--- src/rtl/apb_slave_regfile.sv ---
// APB3 completer register file with a read-only ID register at word 0.
// Optional wait states are enabled with the APB_SLV_WAIT_EN macro.
module apb_slave_regfile #(
   parameter int ADDR_WIDTH = 32,
   parameter int DATA_WIDTH = 32,
   parameter int NUM_REGS = 8,
   parameter logic [DATA_WIDTH-1:0] ID_VALUE = 32'hA9B0_0001,
   parameter int WAIT_CYCLES = 2
) (
   input  logic                           pclk,
   input  logic                           preset,
   input  logic                           pselx,
   input  logic                           penable,
   input  logic                           pwrite,
   input  logic [ADDR_WIDTH-1:0]          paddr,
   input  logic [DATA_WIDTH-1:0]          pwdata,
   output logic                           pready,
   output logic [DATA_WIDTH-1:0]          prdata,
   output logic                           pslverr,
   output logic [NUM_REGS*DATA_WIDTH-1:0] regs_o
);

   localparam int IDX_W = (NUM_REGS > 1) ? $clog2(NUM_REGS) : 1;
   localparam int AIDX_W = ADDR_WIDTH - 2;

`ifdef APB_SLV_WAIT_EN
   typedef enum logic [1:0] {S_IDLE = 2'd0, S_WAIT = 2'd1, S_RESP = 2'd2} state_t;
   logic [3:0] cnt_reg;
`else
   typedef enum logic [1:0] {S_IDLE = 2'd0, S_RESP = 2'd2} state_t;
   logic [31:0] unused_wait_cycles;
   assign unused_wait_cycles = 32'(WAIT_CYCLES);
`endif

   state_t state_reg;
   logic [DATA_WIDTH-1:0] regs_reg [NUM_REGS];
   logic                  wr_pend_reg;
   logic [IDX_W-1:0]      wr_idx_reg;
   logic [DATA_WIDTH-1:0] wr_data_reg;

   logic [AIDX_W-1:0]     idx_full;
   logic [IDX_W-1:0]      idx;
   logic                  acc_err;
   logic [DATA_WIDTH-1:0] rd_val;
   logic [DATA_WIDTH-1:0] load_data;
   logic                  commit;

   assign idx_full  = paddr[ADDR_WIDTH-1:2];
   assign idx       = idx_full[IDX_W-1:0];
   assign acc_err   = (paddr[1:0] != 2'b00) || (idx_full >= AIDX_W'(NUM_REGS))
                      || (pwrite && (idx_full == '0));
   assign rd_val    = (idx == '0) ? ID_VALUE : regs_reg[idx];
   assign load_data = (acc_err || pwrite) ? '0 : rd_val;
   assign commit    = (state_reg == S_RESP) && pselx && penable && wr_pend_reg;

   always_ff @(posedge pclk) begin
      if (preset) begin
         state_reg   <= S_IDLE;
         pready      <= 1'b0;
         prdata      <= '0;
         pslverr     <= 1'b0;
         wr_pend_reg <= 1'b0;
         wr_idx_reg  <= '0;
         wr_data_reg <= '0;
`ifdef APB_SLV_WAIT_EN
         cnt_reg     <= '0;
`endif
      end else begin
         case (state_reg)
            S_IDLE: begin
               if (pselx && !penable) begin
`ifdef APB_SLV_WAIT_EN
                  if (WAIT_CYCLES == 0) begin
                     state_reg   <= S_RESP;
                     pready      <= 1'b1;
                     prdata      <= load_data;
                     pslverr     <= acc_err;
                     wr_pend_reg <= pwrite && !acc_err;
                     wr_idx_reg  <= idx;
                     wr_data_reg <= pwdata;
                  end else begin
                     state_reg <= S_WAIT;
                     cnt_reg   <= 4'(WAIT_CYCLES - 1);
                  end
`else
                  state_reg   <= S_RESP;
                  pready      <= 1'b1;
                  prdata      <= load_data;
                  pslverr     <= acc_err;
                  wr_pend_reg <= pwrite && !acc_err;
                  wr_idx_reg  <= idx;
                  wr_data_reg <= pwdata;
`endif
               end
            end
`ifdef APB_SLV_WAIT_EN
            S_WAIT: begin
               // Master dropping select while we stall abandons the transfer.
               if (!pselx) begin
                  state_reg <= S_IDLE;
               end else if (cnt_reg == 4'd0) begin
                  state_reg   <= S_RESP;
                  pready      <= 1'b1;
                  prdata      <= load_data;
                  pslverr     <= acc_err;
                  wr_pend_reg <= pwrite && !acc_err;
                  wr_idx_reg  <= idx;
                  wr_data_reg <= pwdata;
               end else begin
                  cnt_reg <= cnt_reg - 4'd1;
               end
            end
`endif
            S_RESP: begin
               if (pselx && penable) begin
                  state_reg   <= S_IDLE;
                  pready      <= 1'b0;
                  prdata      <= '0;
                  pslverr     <= 1'b0;
                  wr_pend_reg <= 1'b0;
               end
            end
            default: state_reg <= S_IDLE;
         endcase
      end
   end

   always_ff @(posedge pclk) begin
      if (preset) begin
         for (int i = 0; i < NUM_REGS; i++) begin
            regs_reg[i] <= '0;
         end
      end else if (commit) begin
         regs_reg[wr_idx_reg] <= wr_data_reg;
      end
   end

   // Word 0 is the constant ID; its storage slot is never written.
   genvar gi;
   generate
      for (gi = 0; gi < NUM_REGS; gi++) begin : g_regs_o
         if (gi == 0) begin : g_id
            assign regs_o[0 +: DATA_WIDTH] = ID_VALUE;
         end else begin : g_rw
            assign regs_o[gi*DATA_WIDTH +: DATA_WIDTH] = regs_reg[gi];
         end
      end
   endgenerate

endmodule
--- config.mk ---
export PLATFORM = sky130hd
export DESIGN_NAME = apb_slave_regfile
export DESIGN_NICKNAME = d
export VERILOG_FILES = /design/src/rtl/apb_slave_regfile.sv
export SDC_FILE = /design/constraint.sdc
export NUM_CORES = 1
export LEC_CHECK = 0
export ABC_AREA = 0
export CORE_MARGIN = 2
export CORE_UTILIZATION = 49
export CTS_BUF_LIST = sky130_fd_sc_hd__clkbuf_16
export CTS_CLUSTER_DIAMETER = 50
export DETAILED_ROUTE_END_ITERATION = 12
export PLACE_DENSITY = 0.77
export SYNTH_ARGS = -nofsm -noshare
export SYNTH_HDL_FRONTEND = slang
export SYNTH_SLANG_ARGS = --single-unit
--- constraint.sdc ---
create_clock -name pclk -period 5 [get_ports pclk]
set_clock_uncertainty 0.2 [all_clocks]
set_input_delay 0.75 -clock pclk [delete_from_list [all_inputs] [get_ports pclk]]
set_output_delay 0.75 -clock pclk [all_outputs]
set_load 0.02 [all_outputs]
==> impl_results.md <==
- Avg WL per Cell: 23.62 um
- Final slew viol count: 0
- # rows: 60
- Post-Layout Cell Count: about 1.7k
- DRT Pass-1 Iters: 9
- Max Cap Viol: 0
- First-pass GRT wire length: around 60000 um
- Slew @ Worst Pin: about 1100 ps
- Largest net degree at the start of global routing: 73
- CORE AREA: 0.02680 mm2
- Post-DRT Antenna Nets: 0
- Slew headroom: between 20 and 25%
- Die W: ~170 um
- Mapped Area: around 0.013 mm2
- Status: finished clean
- Grt total ovfl: 0
- First DRT Iteration DRCs: 734
- Synth top area share: between 50 and 60%
- Hold buffer count at CTS: 0
- Tcrit/Tclk final: about two thirds
- CP endpoint kind: flop
- Top sig layer: met5
- Synth Instances: a little under 1k
- Leak: about 6.5 nW
- Residual DRC count: 0
- Placed Instances: approximately 1.6k
- Total CTS buffers: 34
- RSZ-0062 raised after global routing: no
- Final WL: 39520 um
- Worst Path Arrival: approximately 3200 ps
- Worst Path Required: 4910 ps
- Post-CTS Resized: 0
- # H-tree levels: 2
- Die area: about 0.029 mm2
- Port bufs: roughly 330
- Sequential area share after synthesis: 63.43%
- Yosys reg bits: about 310
- Total Power: 5.878 mW
- Setup bufs post-CTS: 0
- Routed wl met2: around 20000 um
- Met1 WL: ~15000 um
- Clock-pin slew on the worst setup and hold paths: roughly 60 ps
- Vias: between 9k and 10k
- Filler Cell Count: 1904
- Clock Latency Late Sink: approximately 500 ps
- Final setup TNS: 0 ps
- EDFF count, synth: roughly 240
- Startpoint types: primary input
- Ys async rst share: 0%
- Power density over the cells: roughly 330 mW/mm2
- Total GRT Usage: 27.49%
- F_max: between 300 and 400 MHz
- Final min period: roughly 3300 ps
- Largest register FFs: ~240
- Crit Path Category: in2reg
- Clock Tree Buf Depth: 3
- Warnings from Yosys: 0
- Top post-synthesis cells by area: edfxtp_1 53%, and2_1 11%, dfxtp_1 11%
- PnR worst setup slack: 1685 ps
- Layout cells sized above 1: about 13%
- Vias in the first global route: between 9k and 10k
- Hold Fails Final Rpt: 0
- Final setup violation count: 0
- Net count, final: 1371
- WHS Path Cells: 2
- Syn avg cell area: 13.43 um2
- Initial antenna violation count: 5
- Gpl congestion: between 0.8 and 0.9
- Setup WS pre-CTS: 1172 ps
- Hpwl dp: about 25000 um
- Routed wl met3: around 3100 um
- Root Buffer: clkbuf_16
- Worst vdd ir: just over 0.0002 V
- Max FO, Critical Path: 32
- TritonCTS clock tree: done
- I/O pin total: between 300 and 400
- Routed vias/inst: 5.601
- Syn-to-layout area delta: 34.35%
- Dominant synthesized flop cell: edfxtp_1
- Worst Reg-to-Reg Cells: 4
- Largest area contributor in the netlist: edfxtp_1
- # clock sinks: slightly above 300
- Post-synth top cells: 235 x and2_1, 235 x edfxtp_1, 98 x nand2_1
- Yosys cell types: 46
- Hold WC Path Type: reg2reg
- Die height: 169.0 um
- Starting Density: between 40% and 50%
-- cell type report --
type                    count  area (um2)  area share [%]
repair buffers            341        3363           18.77
inverters                   7       26.28          0.1467
well taps                 341       426.7           2.381
diodes                      4       10.01         0.05587
flip-flops and latches    305        8458           47.21
clock buffers              37       925.9           5.168
multi-input cells         613        4521           25.23
clock inverters            25       185.2           1.034
-- routing by layer --
metal	track usage, %	vias to the layer above
met5	0	-
met4	10.55	2
met3	4.957	82
met2	47.01	499
met1	35.13	4634
li1	-	4153
-- kinds of logic (layout without fill, tap and decap cells) --
kind of cell | count (synthesis) | count (layout) | share of synthesized area [%]
AO/OA/AOI/OAI | 128 | 128 | 6.671
multiplexers | 75 | 75 | 9.542
buffers and inverters | 105 | 410 | 4.044
XOR/XNOR | 1 | 1 | 0.06569
other | 2 | 36 | 0.05632
AND/OR/NAND/NOR | 377 | 377 | 16.19
flip-flops | 305 | 305 | 63.43
-- layout by cell type (no fill, tap or decap), drive strengths merged, types with 5 or more instances in the layout --
cell type,count
clkinv,11
a22o,26
mux2i,9
nor3,5
a221oi,12
a211oi,9
and2,235
a22oi,15
or2,7
inv,16
nor4,8
mux2,27
clkbuf,37
mux4,39
nor2,5
nand2,98
clkdlybuf4s50,322
dfxtp,70
edfxtp,235
conb,32
o21ai,21
a21oi,39
buf,19
-- metrics by stage --
step	instance area, um2	hold slack [ps]	utilization (%)
floorplan	13450	232.2	-
global placement	16790	259.3	62.67
detailed placement	16790	264.0	62.67
CTS	17910	270.7	66.81
global route	17920	285.0	66.85
finish	17920	269.9	66.85
-- final timing paths --
| kind | endpoint | start | slack, ps |
|---|---|---|---|
| worst max-delay path | regs_reg[3][8] | pselx | 1690 |
| worst min-delay path | wr_pend_reg | wr_pend_reg | 270 |
| worst max register to register | regs_reg[3][8] | pready | 2100 |
| worst min register to register | wr_pend_reg | wr_pend_reg | 270 |
-- worst max-delay path, cell delays in order --
cell	delay, ps
clkdlybuf4s50_1	610
nand4_1	190
or3b_2	630
nor3b_4	220
or2_2	820
-- power by group --
| part | total, mW | switching, mW | internal (mW) | leakage (nW) |
|---|---|---|---|---|
| clock | 2.45 | 1.00 | 1.45 | 0.564 |
| combinational | 0.549 | 0.305 | 0.244 | 2.98 |
| sequential | 2.88 | 0.0742 | 2.80 | 2.99 |
Note: power is estimated with default switching activity, not from simulation.
